$ cat src/rtl/de10_bus_pkg.sv
// de10_bus_pkg: shared state encoding, default DE10 slave tags and error data for the bus fabric.
package de10_bus_pkg;
    typedef enum logic [1:0] {IDLE, WAIT, ERR} state_t;
    localparam logic [9:0] TAG_SRAM = 10'h0;
    localparam logic [9:0] TAG_PERIPH = 10'h1;
    localparam logic [9:0] TAG_SDRAM = 10'h2;
    localparam logic [31:0] ERR_DATA = 32'h0;
endpackage

$ cat src/rtl/de10_bus_addr_decode.sv
// de10_bus_addr_decode: tag compare to one-hot slave select; duplicate tags resolve to the lowest index.
module de10_bus_addr_decode #(
    parameter int TAG_W = 10,
    parameter int NUM_SLAVES = 3,
    parameter logic [NUM_SLAVES*TAG_W-1:0] SLAVE_TAGS = '0
) (
    input  logic [TAG_W-1:0]      tag,
    output logic [NUM_SLAVES-1:0] sel,
    output logic                  hit
);
    always_comb begin
        sel = '0;
        hit = 1'b0;
        for (int i = 0; i < NUM_SLAVES; i++) begin
            if (!hit && SLAVE_TAGS[i*TAG_W +: TAG_W] == tag) begin
                sel[i] = 1'b1;
                hit = 1'b1;
            end
        end
    end
endmodule

$ cat src/rtl/de10_bus_fabric.sv
// de10_bus_fabric: single-master registered address decoder with ready wait, decode-error and timeout responses.
module de10_bus_fabric
    import de10_bus_pkg::*;
#(
    parameter int ADDR_W = 32,
    parameter int DATA_W = 32,
    parameter int TAG_W = 10,
    parameter int NUM_SLAVES = 3,
    parameter logic [NUM_SLAVES*TAG_W-1:0] SLAVE_TAGS = {TAG_SDRAM, TAG_PERIPH, TAG_SRAM},
    parameter int TIMEOUT = 256
) (
    input  logic                         clk,
    input  logic                         rst,
    input  logic                         req,
    input  logic [ADDR_W-1:0]            addr,
    input  logic [NUM_SLAVES*DATA_W-1:0] s_data,
    input  logic [NUM_SLAVES-1:0]        s_ready,
    output logic [NUM_SLAVES-1:0]        s_en,
    output logic [ADDR_W-1:0]            s_addr,
    output logic [DATA_W-1:0]            rdata,
    output logic                         rvalid,
    output logic                         err,
    output logic                         busy
);
    localparam int CNT_W = TIMEOUT > 1 ? $clog2(TIMEOUT) : 1;
    state_t state;
    logic [CNT_W-1:0] cnt;
    logic [NUM_SLAVES-1:0] sel;
    logic hit;
    logic [DATA_W-1:0] sel_data;
    logic sel_ready;
    logic expired;
    de10_bus_addr_decode #(
        .TAG_W(TAG_W),
        .NUM_SLAVES(NUM_SLAVES),
        .SLAVE_TAGS(SLAVE_TAGS)
    ) u_dec (
        .tag(addr[ADDR_W-1 -: TAG_W]),
        .sel(sel),
        .hit(hit)
    );
    // s_en doubles as the remembered selection while waiting
    always_comb begin
        sel_data = '0;
        for (int i = 0; i < NUM_SLAVES; i++)
            sel_data = sel_data | (s_en[i] ? s_data[i*DATA_W +: DATA_W] : '0);
    end
    assign sel_ready = |(s_ready & s_en);
    assign expired = (TIMEOUT != 0) && (int'(cnt) == TIMEOUT - 1);
    assign busy = state != IDLE;
    always_ff @(posedge clk) begin
        if (!rst) begin
            state <= IDLE;
            s_en <= '0;
            s_addr <= '0;
            rdata <= '0;
            rvalid <= 1'b0;
            err <= 1'b0;
            cnt <= '0;
        end else begin
            rvalid <= 1'b0;
            case (state)
                IDLE: if (req) begin
                    if (hit) begin
                        s_en <= sel;
                        s_addr <= addr;
                        cnt <= '0;
                        state <= WAIT;
                    end else begin
                        state <= ERR;
                    end
                end
                WAIT: if (sel_ready || expired) begin
                    rdata <= sel_ready ? sel_data : DATA_W'(ERR_DATA);
                    rvalid <= 1'b1;
                    err <= !sel_ready;
                    s_en <= '0;
                    state <= IDLE;
                end else begin
                    cnt <= cnt + CNT_W'(1);
                end
                ERR: begin
                    rdata <= DATA_W'(ERR_DATA);
                    rvalid <= 1'b1;
                    err <= 1'b1;
                    state <= IDLE;
                end
                default: state <= IDLE;
            endcase
        end
    end
endmodule

$ cat config.mk
export PLATFORM = sky130hd
export DESIGN_NAME = de10_bus_fabric
export DESIGN_NICKNAME = d
export VERILOG_FILES = /design/src/rtl/de10_bus_pkg.sv /design/src/rtl/de10_bus_addr_decode.sv /design/src/rtl/de10_bus_fabric.sv
export SDC_FILE = /design/constraint.sdc
export NUM_CORES = 1
export LEC_CHECK = 0
export ABC_CLOCK_PERIOD_IN_PS = 2300
export CAP_MARGIN = 20
export CORE_ASPECT_RATIO = 0.5
export CORE_UTILIZATION = 35
export DETAILED_ROUTE_END_ITERATION = 7
export GPL_TIMING_DRIVEN = 0
export PLACE_DENSITY = 0.77
export SLEW_MARGIN = 15
export SYNTH_ARGS = -nofsm -noshare
export SYNTH_HDL_FRONTEND = slang
export SYNTH_SLANG_ARGS = --single-unit
$ cat constraint.sdc
create_clock -name clk -period 2.3 [get_ports clk]
set_input_delay 0.69 -clock clk [delete_from_list [all_inputs] [get_ports clk]]
set_output_delay 0.69 -clock clk [all_outputs]
set_load 0.03 [all_outputs]
### After elaboration in Yosys (flattened, before gate mapping)

Cells that the tools add are included.

| word-level totals | value |
|---|---|
| register bits after elaboration | 79 |
| output and inout port bits | 70 |
| logic and storage cells | 64 |

| operators by class | value |
|---|---|
| add/sub/neg operators | 1 |
| eq/ne operators | 9 |
| muxes and demuxes | 27 |
| bitwise gates (word level) | 3 |
| reduce and logical (&&, ||, !) cells | 17 |

Operators by type and width:

| kind | count |
|---|---|
| 32-bit 2-to-1 mux | 5 |
| 32-bit bitwise OR | 2 |
| 32-bit one-hot mux with 2 select lines | 1 |
| 8-bit 2-to-1 mux | 3 |
| 8-bit one-hot mux with 2 select lines | 1 |
| 1-bit by 10-bit == test with 1-bit output (first input constant) | 1 |
| 2-bit by 10-bit == test with 1-bit output (first input constant) | 1 |
| 10-bit zero test | 1 |
| 3-bit 2-to-1 mux | 3 |
| 8-bit by 1-bit adder with 8-bit output (second input constant) | 1 |
| 8-bit by 1-bit == test with 1-bit output (second input constant) | 1 |
| 2-bit inequality test (second input constant) | 4 |
| 4-bit AND reduction | 2 |
| 1-bit 2-to-1 mux | 7 |
| 2-bit 2-to-1 mux | 3 |
| 3-bit one-hot mux with 2 select lines | 1 |
| 2-bit nonzero test | 3 |
| 1-bit one-hot mux with 2 select lines | 2 |
| 2-bit one-hot mux with 2 select lines | 1 |
| 2-bit AND reduction | 2 |
| 3-bit bitwise AND | 1 |
| 1-bit zero test | 3 |
| 3-bit AND reduction | 1 |
| 3-bit OR reduction | 1 |
| other kinds (5) | 6 |

### Depth between registers and ports, before layout

| depth | value |
|---|---|
| depth after elaboration | 11 |
| mapped depth | 8 |
| gate-level depth less buffers | 6 |

### Modules after synthesis

Synthesis repeated with hierarchy kept, for this count alone.

| unflattened totals | value |
|---|---|
| cells, all modules | 357 |
| area, all modules | 3285.7 um^2 |

By module, submodules not included:

| module | instances | cells an instance | area each (um^2) | sequential area each (um^2) |
|---|---|---|---|---|
| de10_bus_fabric | 1 | 350 | 3224.3 | 1581.5 |
| de10_bus_addr_decode | 1 | 7 | 61.3 | 0.0 |

### Least setup slack after synthesis

OpenSTA, ideal clock, no wires.

| timing path | value |
|---|---|
| kind | input to register |
| start | input port s_ready[0] |
| end | register cnt[5] |
| library setup time | 74 ps |
| arrival | 2341 ps |
| setup slack | -115 ps |
| stages | 5 |
| buffers on the path | 1 |
| cell sequence | a222oi_1 -> o211ai_1 -> clkbuf_2 -> or4_1 -> a31oi_1 |

| between the ends | value |
|---|---|
| cells in the longest elaborated chain, start to end | 5 |

RTL lines:

| what | line | source |
|---|---|---|
| start, declared | de10_bus_fabric.sv:17 | `input logic [NUM_SLAVES-1:0] s_ready,` |
| 3-bit bitwise AND | de10_bus_fabric.sv:48 | `assign sel_ready = \|(s_ready & s_en);` |
| 3-bit OR reduction | de10_bus_fabric.sv:48 |  |
| 1-bit logical OR | de10_bus_fabric.sv:73 | `WAIT: if (sel_ready \|\| expired) begin` |
| 2-bit inequality test (no source line) | - |  |
| 4-bit AND reduction (no source line) | - |  |
| end signal, assigned | de10_bus_fabric.sv:80 | `cnt <= cnt + CNT_W'(1);` |
| end, declared | de10_bus_fabric.sv:27 | `logic [CNT_W-1:0] cnt;` |

Every way passes these cells.
A chain may end at the register's enable or synchronous reset.

### Worst setup path after layout

| timing path | value |
|---|---|
| start | input port addr[30] |
| end | register cnt[6] |

| between the ends | value |
|---|---|
| cells in the longest elaborated chain, start to end | 10 |
| elaborated cells between the ends (all ways) | 12 |
| classes of those cells | eq/ne (3); mux (3); reduce/logical (6) |

RTL lines:

| what | line | source |
|---|---|---|
| start, declared | de10_bus_fabric.sv:15 | `input logic [ADDR_W-1:0] addr,` |
| 10-bit zero test | de10_bus_addr_decode.sv:15 | `if (!hit && SLAVE_TAGS[i*TAG_W +: TAG_W] == tag) begin` |
| 1-bit 2-to-1 mux | de10_bus_addr_decode.sv:15 |  |
| 1-bit zero test | de10_bus_addr_decode.sv:15 |  |
| 1-bit logical AND | de10_bus_addr_decode.sv:15 |  |
| 1-bit 2-to-1 mux | de10_bus_addr_decode.sv:15 |  |
| 1-bit zero test | de10_bus_addr_decode.sv:15 |  |
| 1-bit logical AND | de10_bus_addr_decode.sv:15 |  |
| 1-bit 2-to-1 mux (*) | de10_bus_addr_decode.sv:15 |  |
| 2-bit inequality test (no source line) (*) | - |  |
| 4-bit AND reduction (no source line) (*) | - |  |

Mark *: on every way between the ends. The rest lies on a longest branch, timed or not.

==> flow_summary.ini <==
[critical_path]
cp_max_fo = 6
endpoint_kind = flip-flop
critical_path_required_ps = 2570
r2r_start = s_en[1]$_SDFFE_PN0P_
crit_start = addr[30]
startpoint_type = input pin
worstPathArrival_ps = 2500
crit_type = input pin to flip-flop

[die]
dieHeight_um = 73.7
die_w_um = 145
ios = 204
dieArea_um2 = 10700
initial_core_util_pct = 37.1
core-area_um2 = 9700
row_count = 25

[min_path]
min_from = s_addr[3]$_SDFFE_PN0P_
worstHoldPathType = flip-flop to flip-flop

[clocking]
htreeDepth = 3
cts-root-buf = clkbuf_16
clock_latency_ps = 340
clockBufferDepth = 2
cts_buffers = 9
cts.sinks = 79
clkTransAtPathRegs_ps = 70
tritoncts = yes

[drt]
wl_per_cell_um = 15.5
drt-initial-drc-count = 352
vias = 4078
totalWireLength_mm = 12.1
ant_nets = 0
drt-vias-per-instance = 5.23
drc = 0
first_pass_iters = 7

[synthesis]
synth.yosys.seq_area_share_pct = 43.9
synth_area_um2 = 3600
synth_warnings = 0
syn_nets = 558
ys_ff_latch = 79
synth_cell_type_count = 35
postSynthAreaPerCell_um2 = 8.57
synth_cells = 420

[sta]
rsz0062_at_grt = no
max_slew_margin_pct = 67.0
fmax_mhz = 450
period_share_pct = 96.6
finalSetupViolations = 0
report.final.hold_viol_count = 0
period_minus_slack_ps = 2220
drv_slew = 0
skew_ps = 8.53
layout_setup_ws_ps = 77.3
tightest_slew_ps = 495

[cells_and_area]
fillers = 816
final_core_util_pct = 64.2
nNetsFinal = 778
seqCellArea_um2 = 1580
diodes = 0
syn2layout_area_growth_pct = 73.0
multi_input_area_um2 = 1900
drive_gt1_share_pct = 7.75

[placed_design]
io_buffers = 202
pre_cts_slack_ps = -1000
gp_congestion = 0.807
hpwl_mm = 8.98

[grt]
grt_max_degree = 16
grt_pass1_wl_mm = 19.2
antenna_found_initial = 0
grt.total_usage_pct = 22.6
global_route.overflow_total = 0
grt_pass1_vias = 3862

[outcome]
status = completed

[power_and_ir_drop]
leakagePower_nw = 2.16
power_mw = 3.04
peakVddDrop_uv = 336
power.density_nw_per_um2 = 488

[flow_run]
drv_cap = 0
## critical path, cell delays in order
cell and delay [ps]:
clkdlybuf4s50_1 450, nor4_4 270, buf_4 190, a41oi_4 110
or4b_2 640, a21oi_1 140
## sequential cells by signal (all words and copies together) (netlist names)
register,cells
s_addr,32
rvalid,1
rdata,32
state,2
err,1
s_en,3
cnt,8
## placed cells by master (no fill, tap or decap), drive strengths merged, types with 13 or more instances in the layout
cell and count:
clkdlybuf4s50 197, a222oi 33, nand2 60, nor2 35, a21boi 32, buf 13
dfxtp 79, clkbuf 43, o21a 32, a21oi 34
## through the flow
stage / area [µm²] / std cells / hold WS (ps) / TNS, ps
3_3_place_gp: 5800 / 757 / 437 / -52650
2_1_floorplan: 3610 / 420 / 461 / -151
5_1_grt: 6230 / 780 / 478 / 0
4_1_cts: 6140 / 776 / 453 / -1.24
6_report: 6230 / 780 / 452 / 0
3_5_place_dp: 5800 / 757 / 444 / -55090
## metal layers
metal  global-route usage (%)  part of all wire (%)  up-vias
met3                     5.84                   5.4       18
met5                        0                     0        -
met4                     8.65                   1.6        0
li1                         -                     -     2003
met1                     28.0                    44     1925
met2                     38.6                    49      132
## repair_timing
item                                   4_1_cts  5_1_grt
setup endpoints to repair                   68       53
endpoints found under the hold margin        0        0
pin swaps                                    4        8
hold buffers                                 0        0
gates resized for setup                     10       24
cloned                                       0        1
setup buffers                                4        4
## cell families (layout without fill, tap and decap cells)
kind of cell	count (synthesis)	in the layout	synth area share, %
buffers and inverters	48	273	5.21
AND/OR/NAND/NOR	132	132	16.9
AO/OA/AOI/OAI	157	157	32.6
flip-flops	79	79	43.9
adder cells (fa/ha/maj)	4	4	1.39
## cells in the mapped netlist
library cell	instances	share of area (%)
nand3_1	6	0.83
nor2b_1	1	0.17
o21ai_2	1	0.24
o311ai_1	1	0.24
or4_1	4	0.83
nand2_1	60	6.3
o41ai_1	3	0.73
o31ai_1	1	0.21
o211a_1	1	0.28
or3_1	1	0.17
or4bb_1	1	0.31
a31oi_1	4	0.70
o22ai_1	2	0.35
dfxtp_1	79	44
a41oi_1	3	0.73
a222oi_1	33	9.2
a21oi_1	34	4.7
nor4_1	2	0.35
and4_1	2	0.49
o21ai_0	3	0.42
clkbuf_2	1	0.14
ha_1	4	1.4
nor2_1	35	3.6
and3_1	12	2.1
or3b_2	2	0.49
nand4b_1	1	0.24
or4b_2	1	0.28
buf_2	5	0.70
and2_1	2	0.35
o211ai_1	7	1.5
inv_1	8	0.83
clkbuf_1	34	3.5
o21a_1	32	6.7
nand4_1	2	0.35
a21boi_0	32	6.7
## area by class of cell
cell class / count / share of cell area (%)
Buffer: 38 / 2.73
Clock buffer: 9 / 3.62
Clock inverter: 7 / 0.924
Inverter: 8 / 0.482
Multi-Input combinational cell: 293 / 30.5
Sequential cell: 79 / 25.4
Tap cell: 135 / 2.71
Timing Repair Buffer: 211 / 33.6
## report_power, final
group / internal [mW] / total [mW] / switching, mW
sequential: 1.37 / 1.37 / 0.00179
clock: 0.743 / 1.35 / 0.604
combinational: 0.217 / 0.319 / 0.101
## worst paths after layout
path	endpoint	slack [ps]	cells past startpoint
setup reg to reg	cnt[2]$_SDFFE_PN0P_	140	7
hold / removal	s_addr[3]$_SDFFE_PN0P_	450	2
setup / recovery	cnt[6]$_SDFFE_PN0P_	80	6
hold reg to reg	s_addr[3]$_SDFFE_PN0P_	450	2
No activity file was read; power rests on OpenSTA's default activity.
